$ cat src/rtl/mmio_timer.sv
// mmio_timer: memory-mapped prescaled 32-bit up-counter with compare match, auto-reload and irq
module mmio_timer #(
   parameter logic [31:0] BASE_ADR = 32'h0000_1000
) (
   input  logic        clk,
   input  logic        reset,
   input  logic [31:0] Adress,
   input  logic        write_enable,
   input  logic [31:0] WriteData,
   output logic [31:0] ReadData,
   output logic        hit,
   output logic        irq
);
   logic [2:0]  r_ctrl;
   logic [15:0] r_prescale;
   logic [31:0] r_count;
   logic [31:0] r_compare;
   logic        r_match;
   logic [15:0] r_pre;
   logic        w_hit;
   logic        w_we;
   logic [2:0]  w_off;
   logic        w_wr_ctrl;
   logic        w_wr_pre;
   logic        w_wr_count;
   logic        w_wr_compare;
   logic        w_wr_status;
   logic        w_tick;
   logic        w_eq;
   logic [31:0] w_rdata;
   logic        w_unused;
   assign w_hit        = Adress[31:5] == BASE_ADR[31:5];
   assign w_off        = Adress[4:2];
   assign w_we         = write_enable & w_hit;
   assign w_wr_ctrl    = w_we && w_off == 3'd0;
   assign w_wr_pre     = w_we && w_off == 3'd1;
   assign w_wr_count   = w_we && w_off == 3'd2;
   assign w_wr_compare = w_we && w_off == 3'd3;
   assign w_wr_status  = w_we && w_off == 3'd4;
   assign w_tick       = r_ctrl[0] && r_pre == r_prescale;
   assign w_eq         = r_count == r_compare;
   assign w_unused     = &{1'b0, Adress[1:0]};
   assign hit          = w_hit;
   assign irq          = r_match & r_ctrl[2];
   assign ReadData     = w_hit ? w_rdata : 32'd0;
   // read mux for the addressed word; reserved offsets read as zero
   always_comb begin
      w_rdata = (w_off == 3'd0) ? {29'd0, r_ctrl} :
                (w_off == 3'd1) ? {16'd0, r_prescale} :
                (w_off == 3'd2) ? r_count :
                (w_off == 3'd3) ? r_compare :
                (w_off == 3'd4) ? {31'd0, r_match} : 32'd0;
   end
   // control and configuration registers
   always_ff @(posedge clk) begin
      if (reset) begin
         r_ctrl     <= 3'd0;
         r_prescale <= 16'd0;
         r_compare  <= 32'd0;
      end else begin
         if (w_wr_ctrl) r_ctrl <= WriteData[2:0];
         if (w_wr_pre) r_prescale <= WriteData[15:0];
         if (w_wr_compare) r_compare <= WriteData;
      end
   end
   // prescaler: restarts on any rate/control change so the new setting begins cleanly
   always_ff @(posedge clk) begin
      if (reset) r_pre <= 16'd0;
      else if (w_wr_ctrl || w_wr_pre) r_pre <= 16'd0;
      else if (r_ctrl[0]) r_pre <= w_tick ? 16'd0 : r_pre + 16'd1;
   end
   // main counter: a software write beats the tick increment
   always_ff @(posedge clk) begin
      if (reset) r_count <= 32'd0;
      else if (w_wr_count) r_count <= WriteData;
      else if (w_tick) r_count <= (w_eq && r_ctrl[1]) ? 32'd0 : r_count + 32'd1;
   end
   // sticky match flag: a new match outranks a simultaneous write-1-to-clear
   always_ff @(posedge clk) begin
      if (reset) r_match <= 1'b0;
      else if (w_tick && w_eq) r_match <= 1'b1;
      else if (w_wr_status && WriteData[0]) r_match <= 1'b0;
   end
endmodule

$ cat config.mk
export PLATFORM = sky130hd
export DESIGN_NAME = mmio_timer
export DESIGN_NICKNAME = d
export VERILOG_FILES = /design/src/rtl/mmio_timer.sv
export SDC_FILE = /design/constraint.sdc
export NUM_CORES = 1
export LEC_CHECK = 0
export CORE_MARGIN = 2
export CORE_UTILIZATION = 49
export DETAILED_ROUTE_END_ITERATION = 10
export GPL_ROUTABILITY_DRIVEN = 0
export PLACE_DENSITY = 0.83
export SYNTH_ARGS = -nofsm -noshare
export SYNTH_HDL_FRONTEND = slang
export SYNTH_SLANG_ARGS = --single-unit
$ cat constraint.sdc
create_clock -name clk -period 2.1 [get_ports clk]
set_input_delay 0.315 -clock clk [delete_from_list [all_inputs] [get_ports clk]]
set_output_delay 0.315 -clock clk [all_outputs]
set_load 0.01 [all_outputs]
Yosys cells after proc, flatten, opt, wreduce, memory -nomap -nowiden
Index checks and enable logic that the tools add are counted.
- flip-flop bits (word level): 100
- word-level logic and storage cells: 43
- add/subtract/negate cells: 2
- eq/ne operators: 7
- mux-type cells: 12
- bitwise gates (word level): 2
- reductions and logical operators: 14
- operators with widths (kind ; count):
    32-bit two-way mux ; 8
    32-bit by 1-bit adder with 32-bit output (second input constant) ; 1
    32-bit == test ; 1
    27-bit by 8-bit == test with 1-bit output (second input constant) ; 1
    16-bit by 1-bit adder with 16-bit output (second input constant) ; 1
    16-bit == test ; 1
    16-bit two-way mux ; 1
    1-bit logical AND ; 9
    3-bit by 2-bit == test with 1-bit output (second input constant) ; 2
    2-bit nonzero test ; 2
    3-bit by 1-bit == test with 1-bit output (second input constant) ; 1
    3-bit == test (second input constant) ; 1
    3-bit zero test ; 1
    1-bit two-way mux ; 3
    1-bit bitwise AND ; 2
    2-bit OR reduction ; 1
    1-bit logical OR ; 1

Logic depth before layout (Yosys ltp)
Gate-level depths: netlist of run 1.
- depth after elaboration: 7
- gate-level depth with buffers: 9
- gate-level depth less buffers: 8

Worst setup path after synthesis of run 1
OpenSTA, ideal clock, no wires.
- path type: input port to output port
- start point: input port Adress[6]
- end point: output port ReadData[21]
- arrival: 1.938 ns
- data required time: 1.785 ns
- setup slack: -0.153 ns
- stages on the path: 7
- buffers on the path: 2
- path through: nor4b_1 -> nand4_1 -> or3_1 -> or2_1 -> clkbuf_1 -> clkbuf_1 -> nor2_1
- cells in the longest elaborated chain, start to end: 2
- ends and longest elaborated chain (item ; line ; RTL):
    from (decl) ; 7 ; input logic [31:0] Adress,
    27-bit by 8-bit == test with 1-bit output ; 32 ; assign w_hit = Adress[31:5] == BASE_ADR[31:5];
    32-bit two-way mux ; 45 ; assign ReadData = w_hit ? w_rdata : 32'd0;
    to (decl) ; 10 ; output logic [31:0] ReadData,
No other way between the ends.

Worst setup path after layout of run 1
- start point: register r_pre[7]
- end point: register r_count[24]
- cells in the longest elaborated chain, start to end: 3
- ends and longest elaborated chain (item ; line ; RTL):
    from (decl) ; 19 ; logic [15:0] r_pre;
    from (signal assigned) ; 70 ; else if (r_ctrl[0]) r_pre <= w_tick ? 16'd0 : r_pre + 16'd1;
    16-bit == test ; 40 ; assign w_tick = r_ctrl[0] && r_pre == r_prescale;
    1-bit logical AND ; 40 ;
    2-bit nonzero test (no line) ; -- ;
    to (signal assigned) ; 75 ; else if (w_wr_count) r_count <= WriteData;
    to (signal assigned) ; 76 ; else if (w_tick) r_count <= (w_eq && r_ctrl[1]) ? 32'd0 : r_count + 32'd1;
    to (decl) ; 16 ; logic [31:0] r_count;
No other way between the ends.
A chain may end at the register's enable or synchronous reset.

==> results of run 1 <==
[power groups by stage]
stage	Clock, uW	Combinational [uW]	Sequential [uW]
after global placement	0	306	1940
after floorplan	0	93.1	1940
after detailed placement	0	307	1940
final	1800	331	1900
after global routing	1840	343	1900
after CTS	1770	307	1900
[per-layer routing]
layer,up-vias,share of wire,wire length (um)
met1,3289,0.38,8420
met3,112,0.10,2280
met4,0,0.046,1030
met2,507,0.48,10700
li1,3146,-,-
met5,-,0,0
[cell usage after synthesis (8+ instances only)]
library cell,n,share of area
a211oi_1,12,0.015
a21oi_1,68,0.057
a22oi_1,26,0.033
and3_1,8,0.0084
clkbuf_1,51,0.032
dfxtp_1,100,0.34
inv_1,12,0.0075
mux2_2,13,0.025
mux2i_1,22,0.037
nand2_1,131,0.082
nand3_1,27,0.023
nand4_1,18,0.019
nor2_1,85,0.053
nor3_1,18,0.015
nor4_1,22,0.023
o21ai_1,25,0.021
xnor2_1,15,0.022
xor2_1,58,0.085
[worst max-delay path, cell delays in order (launching register included)]
cell and delay, ns:
dfxtp_2 0.34, xor2_2 0.19, nor4_2 0.29, nand2_1 0.10, or4_4 0.46, buf_6 0.16, buf_6 0.13, nor3_4 0.19
a21oi_2 0.09, a211oi_2 0.24
[worst paths after layout]
path	slack (ns)	from	end
max	-0.19	r_pre[7]	r_count[24]
min	0.39	reset	r_match
max reg2reg	-0.19	r_pre[7]	r_count[24]
min reg2reg	0.47	r_compare[25]	r_compare[25]
[logic make-up (layout without fill, tap and decap cells)]
group,count (synthesis),in the layout
compound gates,159,159
xor+xnor,73,73
fa+ha+maj,2,2
buf+inv,74,269
flops,100,100
mux,35,35
simple gates,353,354
[metrics by stage]
| step | hold WS (ns) | cells |
|---|---|---|
| final | 0.386 | 1139 |
| after global routing | 0.405 | 1139 |
| after CTS | 0.360 | 1134 |
| after detailed placement | 0.466 | 1113 |
| after global placement | 0.458 | 1113 |
| after floorplan | 0.437 | 796 |
[layout make-up]
class,count,share of cell area
flip-flops and latches,100,0.224
clock inverters,4,0.00628
well taps,147,0.0205
multi-input cells,623,0.471
repair buffers,241,0.244
inverters,12,0.00502
clock buffers,12,0.0286
[timing repair]
item	4_1_cts	5_1_grt
pin swaps	70	32
resized for setup	307	60
endpoints found under the setup margin	82	79
setup buffers	5	4
gates cloned	1	1
[registers in the layout (all words and copies together), names as in the netlist]
name / flops
r_match: 1
r_pre: 16
r_count: 32
r_prescale: 16
r_compare: 32
r_ctrl: 3
==> results.cfg, run 1 <==
[status]
outcome = finished, violations left
violations = setup timing

[sta]
finalHoldViolCount = 0
setup_tns_ns = -5.73
rsz0062_at_grt = true
setup_ws_ns = -0.194
finalCriticalPeriod_ns = 2.29
relSlewSlack = 0.656
max_freq_mhz = 436
setup_viol = 63
worstMarginPinSlew_ns = 0.515
fin_skew_ns = 0.00852
period_share = 1.09
slew_viol_final = 0

[final_layout]
finish.net_count = 1056
area_growth_pct = 50.2
diodes = 0
finalCoreUtilization = 0.750
multi_input_area_mm2 = 0.00423
mostFrequentLayoutCells = nand2_1, buf_4, dfxtp_1, a21oi_1, nor2_1
drive_gt1_frac = 0.339
layout_commonest_cell = nand2_1
nFillCells = 748
regArea_mm2 = 0.00201
fin_area_mm2 = 0.00897

[power]
clkPwrFrac = 0.447
finalPower_uw = 4030
seq_power_share = 0.471
p_sw_frac = 0.240
pwr_density_cell_mw_per_mm2 = 449
peakVddDrop_v = 0.000317
comb_power_share = 0.082
internal_power_uw = 3060
p_switching_uw = 969
cellLeakagePower_uw = 0.00359

[global_routing]
grt_busiest_layer = met2
grt.total_usage = 0.326
antenna_found_initial = 0
met1_usage = 0.395
grt-ovfl-total = 0
grt_pass1_wl_mm = 34.0
grtUsageMet2 = 0.549
grtUsageMet3 = 0.0630
grt_max_degree = 42
first_global_vias = 7045

[setup_path]
start_kind = flop
cp.required_ns = 2.36
worst-setup-path-type = reg2reg
path_max_fanout = 4
cp-end-kind = flop
arrival_ns = 2.55
rr_worst_depth = 9

[routing]
drc = 0
drtAntennaViolNets = 0
wl_per_cell_um = 19.7
routed_wirelength_mm = 22.5
vias = 7054
drt_iter0_drc = 1047
vias_per_cell = 6.19
dr.pass1.iters = 6

[floorplan]
die_w_um = 114
start_util = 0.499
fp.dieH_um = 114
row_count = 40
core_area_mm2 = 0.0120
die_area_mm2 = 0.0131
io_pins = 101

[placed_design]
placed_area_mm2 = 0.00816
pre_cts_ws_ns = -0.942
dpl.hpwl_mm = 14.4
io_buffers = 98

[yosys]
synthXorXnorAreaFrac = 0.107
ys.flop_type = dfxtp_1
ys_warn_count = 0
synth_compound_area_frac = 0.161
synthesis.area_mm2 = 0.00597
synthDistinctLibCells = 51
synthMuxAreaShare = 0.0614
synthAdderAreaFrac = 0.00419
synthSimpleGateAreaFrac = 0.281
ys_ff_latch = 100
syn_nets = 865
async_reset_ff_frac = 0
synth_top_family_by_area = simple AND/OR/NAND/NOR gates
syn_area_per_cell_um2 = 7.50
synth_cells = 796
ys_seq_area_frac = 0.335
synth_edf_count = 0

[hold_path]
min_path_type = in2reg
holdPathStages = 2

[cts]
clk_pin_slew_ns = 0.07
cts.sinks = 100
cts_tree = done
insertion_delay_ns = 0.36
cts-root-buf = clkbuf_16
cts_hold_buf = 0
clockBufferDepth = 2
htreeDepth = 3
cts_buffers = 9

[run]
cap_violations = 0
(Power assumes the default switching activity.)
==> run 2, diff against run 1 <==
--- a/config.mk
+++ b/config.mk
@@ -5,11 +5,14 @@
 export SDC_FILE = /design/constraint.sdc
 export NUM_CORES = 1
 export LEC_CHECK = 0
+export CELL_PAD_IN_SITES_DETAIL_PLACEMENT = 0
+export CELL_PAD_IN_SITES_GLOBAL_PLACEMENT = 2
 export CORE_MARGIN = 2
-export CORE_UTILIZATION = 49
+export CORE_UTILIZATION = 28
 export DETAILED_ROUTE_END_ITERATION = 10
 export GPL_ROUTABILITY_DRIVEN = 0
 export PLACE_DENSITY = 0.83
 export SYNTH_ARGS = -nofsm -noshare
 export SYNTH_HDL_FRONTEND = slang
 export SYNTH_SLANG_ARGS = --single-unit
+export TNS_END_PERCENT = 20
==> run 2 against run 1 <==
The flow still finishes with violations (setup timing). Count of clock-buffer cells in the layout fell by 1. Sequential share of layout area down 1.1 points. Highest routed layer unchanged. Die area rose by 72%. Clock power down 6%. Via count down 8.4%. Core utilization is 30 points lower. Register-to-register slack improved by 0.07 ns. Design area grew 5.2%. Largest cell class unchanged. Sequential cell count did not move.
==> results.cfg, run 2 (synthesis gave the netlist of run 1 again) <==
[status]
outcome = finished, violations left
violations = setup timing

[run]
cap_violations = 0

[sta]
setup_viol = 54
rsz0062_at_grt = true
finalCriticalPeriod_ns = 2.26
fin_skew_ns = 0.0142
relSlewSlack = 0.483
period_share = 1.07
setup_tns_ns = -5.35
slew_viol_final = 0
max_freq_mhz = 443
finalHoldViolCount = 0
worstMarginPinSlew_ns = 0.772
setup_ws_ns = -0.156

[floorplan]
die_area_mm2 = 0.0225
die_w_um = 150
start_util = 0.285
row_count = 53
io_pins = 101
fp.dieH_um = 150
core_area_mm2 = 0.0210

[setup_path]
critical-path-slowest-cell = or3_4
r2r-start = r_pre[2]
r2r_end = r_count[27]
rr_worst_depth = 7
start_kind = input pin
crit_chain = buf_6 -> nor4b_4 -> nand4_1 -> or3_4 -> or2_4 -> buf_12 -> nor2_4 -> buf_6
worst_path_most_repeated_cell = buf_6
slowest_delay_ns = 0.38
arrival_ns = 1.94
r2r_setup_slack_ns = -0.12
cp-end-kind = primary output
worst-setup-path-type = in2out
cp.required_ns = 1.78
path_max_fanout = 8

[hold_path]
holdPathStages = 2
min_to = r_ctrl[2]
min_from = reset
min_path_type = in2reg

[final_layout]
drive_gt1_frac = 0.351
nFillCells = 2193
area_growth_pct = 58.1
finalCoreUtilization = 0.450
reg.largest.list = r_compare x32, r_count x32
fin_cells = 1303
diodes = 0
mostFrequentLayoutCells = buf_4, nand2_1, dfxtp_1, a21oi_1
finish.net_count = 1092
layout_commonest_cell = buf_4

[routing]
routed_wirelength_mm = 22.3
wl_per_cell_um = 17.1
dr.pass1.iters = 7
drt_iter0_drc = 316
vias_per_cell = 4.96
drc = 0
vias = 6461
drtAntennaViolNets = 0

[global_routing]
grt_busiest_layer = met2
grtUsageMet3 = 0.0320
first_global_vias = 6517
met1_usage = 0.273
antenna_found_initial = 0
grtUsageMet2 = 0.335
grt-ovfl-total = 0
grt.total_usage = 0.203
grt_max_degree = 42
grt_pass1_wl_mm = 35.6

[cts]
cts_tree = done
cts_buffers = 9
htreeDepth = 3
cts-root-buf = clkbuf_16
cts.sinks = 100
clk_pin_slew_ns = 0.07
clockBufferDepth = 2
insertion_delay_ns = 0.36

[placed_design]
io_buffers = 98
pre_cts_ws_ns = -0.998
dpl.hpwl_mm = 16.5
dp.cells = 1276

[power]
pwr_density_cell_mw_per_mm2 = 417
peakVddDrop_v = 0.000308
cellLeakagePower_uw = 0.00375
run 2: cell types whose count changed in the layout (fill, tap and decap cells not counted), sizes merged:
cell	previous run	this run
buf	195	232
clkbuf	15	14
clkdlybuf4s15	5	6
clkdlybuf4s50	35	34
clkinvlp	0	1
or2	6	5
run 2: power breakdown:
part           internal [uW]  total, uW  switching, uW
registers               1890       1900           1.09
clock network            931       1700            773
logic                    167        332            166
run 2: how the worst max path moves through the flow:
stage | from | endpoint | slack, ns | cells past startpoint
6_report | Adress[5] | ReadData[19] | -0.16 | 8
3_5_place_dp | Adress[7] | ReadData[5] | -1.0 | 8
4_1_cts | r_pre[2] | r_count[16] | -0.15 | 9
2_1_floorplan | r_prescale[11] | r_count[27] | -0.04 | 7
3_3_place_gp | Adress[7] | ReadData[5] | -0.95 | 8
5_1_grt | r_pre[2] | r_count[2] | -0.26 | 9
run 2: critical path: cells and delay by family:
kind	cells	cell delay, ns
AND/OR/NAND/NOR	5	1.24
buffers and inverters	3	0.37
run 2: final cells by class:
class,instances,area (um^2),area share
repair buffers,278,2500,0.265
multi-input cells,622,4250,0.450
inverters,12,45.0,0.00477
clock inverters,5,60.1,0.00637
well taps,275,344,0.0365
flip-flops and latches,100,2010,0.213
clock buffers,11,233,0.0247
run 2: layer usage:
layer | routed length, um | up-vias
met1 | 10300 | 3046
met2 | 10300 | 163
met5 | 0 | -
li1 | - | 3221
met4 | 479 | 0
met3 | 1140 | 31
run 2: what timing repair did:
action,in CTS,in global routing
gates cloned,2,0
hold buffers,0,0
pin swaps,61,23
gates resized for setup,298,70
endpoints found under the setup margin,82,96
buffers inserted,5,4
run 2: metrics by stage:
| stage | total power [uW] | area, um^2 | hold WS, ns |
|---|---|---|---|
| floorplan | 2040 | 6160 | 0.437 |
| global placement | 2270 | 8590 | 0.465 |
| detailed placement | 2260 | 8590 | 0.472 |
| CTS | 3960 | 9100 | 0.279 |
| global route | 4070 | 9440 | 0.297 |
| finish | 3930 | 9440 | 0.289 |
